`config.mk`:
```
export PLATFORM = sky130hd
export DESIGN_NAME = tbp_op_issuer_flat
export DESIGN_NICKNAME = d
export VERILOG_FILES = /design/src/rtl/tbp_op_issuer_pkg.sv /design/src/rtl/tbp_op_issuer_if.sv /design/src/rtl/tbp_op_issuer.sv /design/src/flat_wrapper.sv
export SDC_FILE = /design/constraint.sdc
export NUM_CORES = 1
export LEC_CHECK = 0
export CORE_MARGIN = 2
export CORE_UTILIZATION = 35
export DETAILED_ROUTE_END_ITERATION = 16
export PLACE_DENSITY = 0.71
export SETUP_SLACK_MARGIN = 0.5
export SYNTH_ARGS = -nofsm -noshare
export SYNTH_HDL_FRONTEND = slang
export SYNTH_SLANG_ARGS = --single-unit
```
`constraint.sdc`:
```
create_clock -name clk -period 1.6 [get_ports clk]
set_input_delay 0.24 -clock clk [delete_from_list [all_inputs] [get_ports clk]]
set_output_delay 0.24 -clock clk [all_outputs]
set_load 0.02 [all_outputs]
```
`src/rtl/tbp_op_issuer_pkg.sv`:
```
// Shared opcode constants, FSM encoding and command helpers for the
// time_based_processor operand issuer.
package tbp_op_issuer_pkg;

    localparam logic [2:0] OP_NOP     = 3'd0;
    localparam logic [2:0] OP_ADD     = 3'd1;
    localparam logic [2:0] OP_SUB     = 3'd2;
    localparam logic [2:0] OP_MUL     = 3'd3;
    localparam logic [2:0] OP_SHIFT   = 3'd4;
    localparam logic [2:0] OP_FILTER  = 3'd5;
    localparam logic [2:0] OP_INVERT  = 3'd6;
    localparam logic [2:0] OP_COMPARE = 3'd7;

    typedef enum logic [2:0] {
        ST_IDLE     = 3'd0,
        ST_SEND_A   = 3'd1,
        ST_GAP      = 3'd2,
        ST_SEND_B   = 3'd3,
        ST_WAIT_RDY = 3'd4,
        ST_RESP     = 3'd5,
        ST_COOL     = 3'd6
    } state_e;

    // Single-operand opcodes skip the gap and the B pulse entirely.
    function automatic logic needs_b(input logic [2:0] op);
        return !((op == OP_NOP) || (op == OP_INVERT));
    endfunction

endpackage

```
`src/rtl/tbp_op_issuer_if.sv`:
```
// Command, processor-side and response signals of the operand issuer.
// master = the issuer itself, slave = command source / processor / consumer.
interface tbp_op_issuer_if;

    logic        cmd_valid;
    logic        cmd_ready;
    logic [2:0]  cmd_opcode;
    logic [7:0]  cmd_a;
    logic [7:0]  cmd_b;

    logic [7:0]  proc_data_in;
    logic [2:0]  proc_opcode;
    logic        proc_data_valid;
    logic [15:0] proc_data_out;
    logic        proc_data_ready;
    logic [3:0]  proc_status;

    logic        rsp_valid;
    logic        rsp_ready;
    logic [15:0] rsp_result;
    logic [3:0]  rsp_flags;
    logic        rsp_timeout;

    modport master (
        input  cmd_valid, cmd_opcode, cmd_a, cmd_b,
        output cmd_ready,
        output proc_data_in, proc_opcode, proc_data_valid,
        input  proc_data_out, proc_data_ready, proc_status,
        output rsp_valid, rsp_result, rsp_flags, rsp_timeout,
        input  rsp_ready
    );

    modport slave (
        output cmd_valid, cmd_opcode, cmd_a, cmd_b,
        input  cmd_ready,
        input  proc_data_in, proc_opcode, proc_data_valid,
        output proc_data_out, proc_data_ready, proc_status,
        input  rsp_valid, rsp_result, rsp_flags, rsp_timeout,
        output rsp_ready
    );

endinterface

```
`src/rtl/tbp_op_issuer.sv`:
```
// Issues one (opcode, A, B) command to the time_based_processor as pulsed
// operands, then waits for its result and hands it back on a valid/ready port.
//
//  state    | meaning
//  ---------+---------------------------------------------------------------
//  IDLE     | cmd_ready=1, waiting for a command
//  SEND_A   | one-cycle pulse carrying opcode + operand A
//  GAP      | OPERAND_GAP idle cycles before the B pulse
//  SEND_B   | one-cycle pulse carrying operand B
//  WAIT_RDY | waiting for proc_data_ready, bounded by TIMEOUT cycles
//  RESP     | response held on rsp_* until accepted
//  COOL     | SETTLE idle cycles so the processor can drop data_ready
module tbp_op_issuer
    import tbp_op_issuer_pkg::*;
#(
    parameter int OPERAND_GAP = 4,
    parameter int TIMEOUT     = 1024,
    parameter int SETTLE      = 5
) (
    input  logic            clk,
    input  logic            rst,
    tbp_op_issuer_if.master bus,
    output logic            busy
);

    localparam logic [7:0]  GAP_LOAD    = 8'(OPERAND_GAP - 1);
    localparam logic [7:0]  SETTLE_LOAD = 8'(SETTLE - 1);
    localparam logic [15:0] TMO_LAST    = 16'(TIMEOUT - 1);

    state_e      state_q, state_d;
    logic [2:0]  op_q, op_d;
    logic [7:0]  b_q, b_d;
    logic [7:0]  din_q, din_d;
    logic [7:0]  cnt_q, cnt_d;
    logic [15:0] tmo_q, tmo_d;
    logic [15:0] result_q, result_d;
    logic [3:0]  flags_q, flags_d;
    logic        timeout_q, timeout_d;

    always_ff @(posedge clk) begin
        if (rst) begin
            state_q   <= ST_IDLE;
            op_q      <= '0;
            b_q       <= '0;
            din_q     <= '0;
            cnt_q     <= '0;
            tmo_q     <= '0;
            result_q  <= '0;
            flags_q   <= '0;
            timeout_q <= 1'b0;
        end else begin
            state_q   <= state_d;
            op_q      <= op_d;
            b_q       <= b_d;
            din_q     <= din_d;
            cnt_q     <= cnt_d;
            tmo_q     <= tmo_d;
            result_q  <= result_d;
            flags_q   <= flags_d;
            timeout_q <= timeout_d;
        end
    end

    always_comb begin
        state_d   = state_q;
        op_d      = op_q;
        b_d       = b_q;
        din_d     = din_q;
        cnt_d     = cnt_q;
        tmo_d     = tmo_q;
        result_d  = result_q;
        flags_d   = flags_q;
        timeout_d = timeout_q;

        case (state_q)
            ST_IDLE: begin
                din_d = '0;
                if (bus.cmd_valid) begin
                    op_d    = bus.cmd_opcode;
                    b_d     = bus.cmd_b;
                    din_d   = bus.cmd_a;
                    state_d = ST_SEND_A;
                end
            end

            ST_SEND_A: begin
                tmo_d = '0;
                if (needs_b(op_q)) begin
                    cnt_d   = GAP_LOAD;
                    state_d = ST_GAP;
                end else begin
                    state_d = ST_WAIT_RDY;
                end
            end

            ST_GAP: begin
                if (cnt_q == '0) begin
                    din_d   = b_q;
                    state_d = ST_SEND_B;
                end else begin
                    cnt_d = cnt_q - 8'd1;
                end
            end

            ST_SEND_B: begin
                tmo_d   = '0;
                state_d = ST_WAIT_RDY;
            end

            // A ready seen on the last counted cycle still beats the timeout.
            ST_WAIT_RDY: begin
                if (bus.proc_data_ready) begin
                    result_d  = bus.proc_data_out;
                    flags_d   = bus.proc_status;
                    timeout_d = 1'b0;
                    state_d   = ST_RESP;
                end else if (tmo_q == TMO_LAST) begin
                    result_d  = '0;
                    flags_d   = '0;
                    timeout_d = 1'b1;
                    state_d   = ST_RESP;
                end else begin
                    tmo_d = tmo_q + 16'd1;
                end
            end

            ST_RESP: begin
                if (bus.rsp_ready) begin
                    if (SETTLE == 0) begin
                        din_d   = '0;
                        state_d = ST_IDLE;
                    end else begin
                        cnt_d   = SETTLE_LOAD;
                        state_d = ST_COOL;
                    end
                end
            end

            ST_COOL: begin
                if (cnt_q == '0) begin
                    din_d   = '0;
                    state_d = ST_IDLE;
                end else begin
                    cnt_d = cnt_q - 8'd1;
                end
            end

            default: begin
                state_d = ST_IDLE;
            end
        endcase
    end

    always_comb begin
        bus.cmd_ready       = (state_q == ST_IDLE);
        bus.proc_data_valid = (state_q == ST_SEND_A) || (state_q == ST_SEND_B);
        bus.proc_data_in    = din_q;
        bus.proc_opcode     = '0;
        if ((state_q == ST_SEND_A) || (state_q == ST_GAP) ||
            (state_q == ST_SEND_B) || (state_q == ST_WAIT_RDY)) begin
            bus.proc_opcode = op_q;
        end
        bus.rsp_valid   = (state_q == ST_RESP);
        bus.rsp_result  = result_q;
        bus.rsp_flags   = flags_q;
        bus.rsp_timeout = timeout_q;
        busy            = (state_q != ST_IDLE);
    end

endmodule

```
`src/flat_wrapper.sv`:
```
// flat-port wrapper written by rule: the top's interface ports become plain ports
module tbp_op_issuer_flat import tbp_op_issuer_pkg::*;
#(
    parameter int OPERAND_GAP = 4,
    parameter int TIMEOUT     = 1024,
    parameter int SETTLE      = 5
)
  (clk, rst, busy, bus_cmd_valid, bus_cmd_opcode, bus_cmd_a, bus_cmd_b, bus_cmd_ready, bus_proc_data_in, bus_proc_opcode, bus_proc_data_valid, bus_proc_data_out, bus_proc_data_ready, bus_proc_status, bus_rsp_valid, bus_rsp_result, bus_rsp_flags, bus_rsp_timeout, bus_rsp_ready);
  tbp_op_issuer_if bus_i ();
  input  logic clk;
  input  logic rst;
  output logic busy;
  input wire logic [$bits(bus_i.cmd_valid)-1:0] bus_cmd_valid;
  input wire logic [$bits(bus_i.cmd_opcode)-1:0] bus_cmd_opcode;
  input wire logic [$bits(bus_i.cmd_a)-1:0] bus_cmd_a;
  input wire logic [$bits(bus_i.cmd_b)-1:0] bus_cmd_b;
  output wire logic [$bits(bus_i.cmd_ready)-1:0] bus_cmd_ready;
  output wire logic [$bits(bus_i.proc_data_in)-1:0] bus_proc_data_in;
  output wire logic [$bits(bus_i.proc_opcode)-1:0] bus_proc_opcode;
  output wire logic [$bits(bus_i.proc_data_valid)-1:0] bus_proc_data_valid;
  input wire logic [$bits(bus_i.proc_data_out)-1:0] bus_proc_data_out;
  input wire logic [$bits(bus_i.proc_data_ready)-1:0] bus_proc_data_ready;
  input wire logic [$bits(bus_i.proc_status)-1:0] bus_proc_status;
  output wire logic [$bits(bus_i.rsp_valid)-1:0] bus_rsp_valid;
  output wire logic [$bits(bus_i.rsp_result)-1:0] bus_rsp_result;
  output wire logic [$bits(bus_i.rsp_flags)-1:0] bus_rsp_flags;
  output wire logic [$bits(bus_i.rsp_timeout)-1:0] bus_rsp_timeout;
  input wire logic [$bits(bus_i.rsp_ready)-1:0] bus_rsp_ready;
  assign bus_i.cmd_valid = bus_cmd_valid;
  assign bus_i.cmd_opcode = bus_cmd_opcode;
  assign bus_i.cmd_a = bus_cmd_a;
  assign bus_i.cmd_b = bus_cmd_b;
  assign bus_cmd_ready = bus_i.cmd_ready;
  assign bus_proc_data_in = bus_i.proc_data_in;
  assign bus_proc_opcode = bus_i.proc_opcode;
  assign bus_proc_data_valid = bus_i.proc_data_valid;
  assign bus_i.proc_data_out = bus_proc_data_out;
  assign bus_i.proc_data_ready = bus_proc_data_ready;
  assign bus_i.proc_status = bus_proc_status;
  assign bus_rsp_valid = bus_i.rsp_valid;
  assign bus_rsp_result = bus_i.rsp_result;
  assign bus_rsp_flags = bus_i.rsp_flags;
  assign bus_rsp_timeout = bus_i.rsp_timeout;
  assign bus_i.rsp_ready = bus_rsp_ready;
  tbp_op_issuer #(.OPERAND_GAP(OPERAND_GAP), .TIMEOUT(TIMEOUT), .SETTLE(SETTLE)) u_core (.clk(clk), .rst(rst), .bus(bus_i), .busy(busy));
endmodule
```
### Word level (Yosys, flattened, before mapping)

Cells that the tools add are included.

| word-level totals | value |
|---|---|
| flip-flop bits (word level) | 67 |
| bits in latches | 0 |
| RAM bits | 0 |
| ROM bits | 0 |
| bits of input ports | 44 |
| output and inout port bits | 36 |
| word-level logic and storage cells | 75 |
| memories kept | 0 |

| cells by class | value |
|---|---|
| add/sub/neg operators | 2 |
| multipliers | 0 |
| divide/modulo/power cells | 0 |
| $lt $le $gt $ge | 0 |
| equality and inequality tests | 17 |
| shift operators | 0 |
| muxes and demuxes | 26 |
| bitwise logic cells | 0 |
| reduce and logical (&&, ||, !) cells | 21 |

Operators by type and width:

| kind | number |
|---|---|
| $mux W16 | 4 |
| $mux W8 | 6 |
| $pmux W8 S3 | 2 |
| $pmux W16 S2 | 1 |
| $mux W3 | 8 |
| $pmux W3 S7 | 1 |
| $add A16 B1 Y16 const B | 1 |
| $eq A16 B10 Y1 const B | 1 |
| $eq A3 B3 Y1 const B | 4 |
| $ne A2 B2 Y1 const B | 5 |
| $reduce_bool A3 Y1 | 3 |
| $logic_not A8 Y1 | 1 |
| $mux W4 | 2 |
| $sub A8 B1 Y8 const B | 1 |
| $eq A3 B2 Y1 const B | 2 |
| $logic_not A3 Y1 | 2 |
| $ne A2 B1 Y1 const B | 3 |
| $reduce_and A3 Y1 | 2 |
| $logic_or A1 B1 Y1 | 5 |
| $reduce_and A5 Y1 | 1 |
| $reduce_and A2 Y1 | 2 |
| $reduce_and A4 Y1 | 1 |
| $reduce_bool A2 Y1 | 2 |
| $reduce_or A2 Y1 | 2 |
| 3 further kinds | 4 |

### Depth between registers and ports, before layout

| depth | value |
|---|---|
| depth after elaboration | 5 |
| depth in mapped cells | 8 |
| gate-level depth less buffers | 7 |

### Least setup slack after synthesis

Ideal clock, no wire load.

| path | value |
|---|---|
| path type | register -> register |
| from | register u_core.state_q[1] |
| to | register u_core.tmo_q[7] |
| setup time | 0.070 ns |
| data arrival time | 1.693 ns |
| required time | 1.530 ns |
| slack | -0.163 ns |
| stages on the path, launching flop included | 6 |
| path buffers | 0 |
| clock period less this slack | 1.763 ns |
| cells stage by stage | dfxtp_1 > or4b_4 > a211oi_4 > o21ai_2 > or3_1 > a21oi_1 |

| on the way | value |
|---|---|
| cells in the longest elaborated chain, start to end | 4 |
| elaborated cells on any way between the ends | 9 |
| classes of those cells | 5 x eq/ne; 1 x mux; 3 x reduce/logical |

Ends and longest elaborated chain:

| element | RTL line | RTL |
|---|---|---|
| start, declared | tbp_op_issuer.sv:30 | `state_e state_q, state_d;` |
| start signal, assigned | tbp_op_issuer.sv:52 | `state_q <= state_d;` |
| $eq A3 B2 Y1 or $eq A3 B1 Y1 (tied branches) | tbp_op_issuer.sv:75 | `case (state_q)` |
| $reduce_or A2 Y1 (no source line) | n/a |  |
| $reduce_bool A2 Y1 (no source line) | n/a |  |
| $reduce_and A3 Y1 (no source line) | n/a |  |
| end signal, assigned | tbp_op_issuer.sv:57 | `tmo_q <= tmo_d;` |
| end, declared | tbp_op_issuer.sv:35 | `logic [15:0] tmo_q, tmo_d;` |

Several ways; a longest one is shown, not always the timed one.
A chain may end at the register's enable or synchronous reset.

### Final worst setup path

| path | value |
|---|---|
| from | input port bus_proc_data_ready |
| to | register u_core.tmo_q[7] |

| on the way | value |
|---|---|
| cells in the longest elaborated chain, start to end | 2 |

Ends and longest elaborated chain:

| element | RTL line | RTL |
|---|---|---|
| start, declared | flat_wrapper.sv:22 | `input wire logic [$bits(bus_i.proc_data_ready)-1:0] bus_proc_data_ready;` |
| $ne A2 B2 Y1 (no source line) | n/a |  |
| $reduce_and A3 Y1 (no source line) | n/a |  |

Every way passes these cells.

==> impl_results.md <==
* Total grt overflow at 0
* Synth Area in Adders at roughly 1.3%
* Initial antenna violation count at 0
* Share of layout cells above drive strength 1 at between 40% and 50%
* Largest family of logic cells by synthesized area: compound AO/OA/AOI/OAI gates
* Min Tclk post-route at about 1.8 ns
* Largest net degree at the start of global routing at 21
* Post-DP Area at roughly 0.0044 mm²
* GRT Total Usage at around a fifth
* Final Max Slew Viols at 0
* Die ar. at 0.009173 mm²
* Maxcap violations at 0
* Fraction of registers with async set/reset at 0%
* DR DRC count at 0
* N_diodes at 0
* Critical-path top delay cell: or4b_4
* # clock sinks at 67
* WL per Instance at roughly 14 µm
* Synth area leaders: dfxtp_1 46%, a22o_1 5.9%, nor2_1 5.1%
* CTS clk-pin slew, worst paths at approximately 0.08 ns
* Fin worst setup slack at -0.1563 ns
* Num CTS Buffers at 9
* Area delta synth->final at 71.14%
* Site Rows at 33
* CP arrival at approximately 2.0 ns
* Failing checks: setup timing
* Avg Inst Size Synth at 8.747 µm²
* Final Skew at 0.01242 ns
* Critical path required time at 1.88 ns
* CTS Hold Bufs at 0
* Htree depth at 3
* Routability cong. at 0.8344
* Clock latency on the worst-skew pair at approximately 0.36 ns
* RSZ-0062 raised after global routing: true
* Crit Path Max Fanout at 4
* Worst VDD drop at a little over 1 mV
* YS warnings at 0
* Vias in the first global route at ~3,000
* Run status: finished with violations
* Count of cell types in the netlist at 43
* Leak pwr at roughly 0.0021 µW
* Yosys top cell area share at between 40% and 50%
* Tot Pwr at 8609 µW
* Setup CP Type: input pin to flip-flop
* Die X at around 96 µm
* CP Launch Type: input pin
* Routed vias at roughly 3,000
* Number of enable flip-flop cells after synthesis at 0
* Number of synthesized register bits at 67
* Crit-path max cell delay at ~0.57 ns
* Simple-Gate Fraction of Synth Area at a little over a fifth
* Cells after Synth at between 300 and 400
* TritonRoute pass-1 iters at 4
* Hold Vio Cnt, Final at 0
* Post-synth top flop: dfxtp_1
* Post-route design area at 0.005045 mm²
* Fmax achieved at between 500 and 600 MHz
* XOR/XNOR Fraction of Synth Area at under 10%
* Fin nets at 542
* Worst Tran Pin Value at between 0.4 and 0.5 ns
* Worst rel slew slack at a little under three quarters
* DP HPWL at between 5000 and 6000 µm
* First-pass GRT wire length at 13,540 µm
* CTS tree: yes
* Finished Layout Cells at around 610
* Synth area leader: dfxtp_1
* I/O pin total at 80
* Worst setup EP type: flip-flop
* Total Wirelength at 8726 µm
* Synthesized cell area at around 0.003 mm²
* Compound-Gate Fraction of Synth Area at approximately 22%
* Port bufs at 79
* DRT antenna net count at 0
* Mux contribution to synthesized area at 0%
* Core box area at approximately 0.008 mm²
* Crit path cell chain: clkdlybuf4s50_1 > or4b_4 > a211oi_4 > o21ai_2 > or3_1 > a21oi_1
* Placed Cells at approximately 570
* DR vias/cell at around 5.0
* Syn nets at roughly 380
* Final period util at 109.8%
* Die Ht at 95.78 µm
* Post-synthesis sequential area ratio at roughly 46%
* CTS max path bufs at 2
* Hold_ws at between 0.4 and 0.5 ns
* Initial drt markers at about 100
* PwrDens at ~1700 mW/mm²
* Clock Tree Root: clkbuf_8
* Initial Util at between 30% and 40%
* Setup violations, final at between 50 and 60
* Min-Delay Path Class: input pin to flip-flop
[worst max-delay path: cells and delay by family]
kind / cells / cell delay (ns)
AO/OA/AOI/OAI: 3 / 0.48
buffers and inverters: 1 / 0.43
AND/OR/NAND/NOR: 2 / 0.88
[cell usage in the layout (no fill, tap or decap), types with 3 or more instances in the layout]
master	n
nand2_2	3
a21oi_2	6
buf_6	18
nor3_1	5
nor2_1	34
and3_1	10
a21oi_1	16
buf_2	4
clkbuf_8	9
o211ai_1	7
a31oi_1	8
nand2_1	32
nand4_1	6
dfxtp_2	28
o21ai_2	3
a211oi_2	11
xor2_1	16
buf_12	4
inv_1	9
nor2_4	4
and2_1	3
a22o_1	20
o21ai_0	3
dfxtp_1	37
nand3_1	5
clkdlybuf4s50_1	43
buf_4	93
[metal layers]
metal	up-vias	global-route usage, %	wire length (µm)	share of wire, %
met2	89	32.75	4224	48
met1	1433	22.38	3826	44
li1	1520	-	-	-
met4	0	7.619	127	1.5
met5	-	0	0	0
met3	11	5.090	548	6.3
[cells in the mapped netlist (2+ instances only)]
master	number
clkbuf_1	12
inv_1	10
nor2_1	40
a211oi_1	12
a22o_1	20
nor3_1	7
or3_1	2
or2_2	2
a21oi_1	22
nand2_1	36
xor2_1	16
o21ai_2	2
and4_1	2
o221ai_1	2
dfxtp_1	67
ha_1	3
nor3b_1	2
o211ai_1	7
o21ai_0	7
nand2b_1	5
a21boi_0	2
and2_1	4
nor2b_1	2
a31oi_1	8
and3_1	10
buf_2	8
nand3_1	6
nand4_1	6
[flip-flops by register name (all words and copies together), names as in the netlist]
register / count
u_core.tmo_q: 16
u_core.bus.rsp_timeout: 1
u_core.op_q: 3
u_core.bus.rsp_flags: 4
u_core.state_q: 3
u_core.bus.proc_data_in: 8
u_core.bus.rsp_result: 16
u_core.b_q: 8
u_core.cnt_q: 8
[area by class of cell]
class                           instances  area (µm²)
Tap cell                              105       131.4
Inverter                               10       37.54
Clock inverter                          6       90.09
Multi-Input combinational cell        240        1769
Sequential cell                        67        1384
Fill cell                             696        3131
Timing Repair Buffer                  167        1505
Clock buffer                           10       127.6
[kinds of logic (layout without fill, tap and decap cells)]
kind of cell,Yosys count,after routing
AO/OA/AOI/OAI,90,90
XOR/XNOR,17,17
adder cells (fa/ha/maj),3,3
buffers and inverters,30,193
flip-flops,67,67
AND/OR/NAND/NOR,130,130
[through the flow]
| step | utilization [%] | setup slack [ns] | TNS [ns] |
|---|---|---|---|
| after floorplan | - | -0.09032 | -1.342 |
| after global placement | 54.35 | -0.4800 | -8.061 |
| after detailed placement | 54.35 | -0.5139 | -8.868 |
| after CTS | 59.37 | -0.1458 | -2.691 |
| after global routing | 61.71 | -0.2583 | -7.278 |
| final | 61.71 | -0.1563 | -3.130 |
[worst paths after layout]
kind                            start               to  slack (ns)  cells past startpoint
hold / removal           bus_cmd_b[2]    u_core.b_q[2]        0.42                      3
setup reg to reg    u_core.state_q[0]  u_core.tmo_q[7]       -0.15                      5
setup / recovery  bus_proc_data_ready  u_core.tmo_q[7]       -0.16                      6
hold reg to reg         u_core.b_q[0]    u_core.b_q[0]        0.46                      2
[report_power, final]
group	switching, µW	internal, µW
registers	239	2010
clock network	677	880
logic	2280	2530
[repair_timing]
action / 4_1_cts / 5_1_grt
pin swaps: 16 / 15
resized for setup: 202 / 54
cloned: 1 / 0
endpoints found under the setup margin: 103 / 103
buffers inserted: 14 / 6
Note: power is estimated with default switching activity, not from simulation.
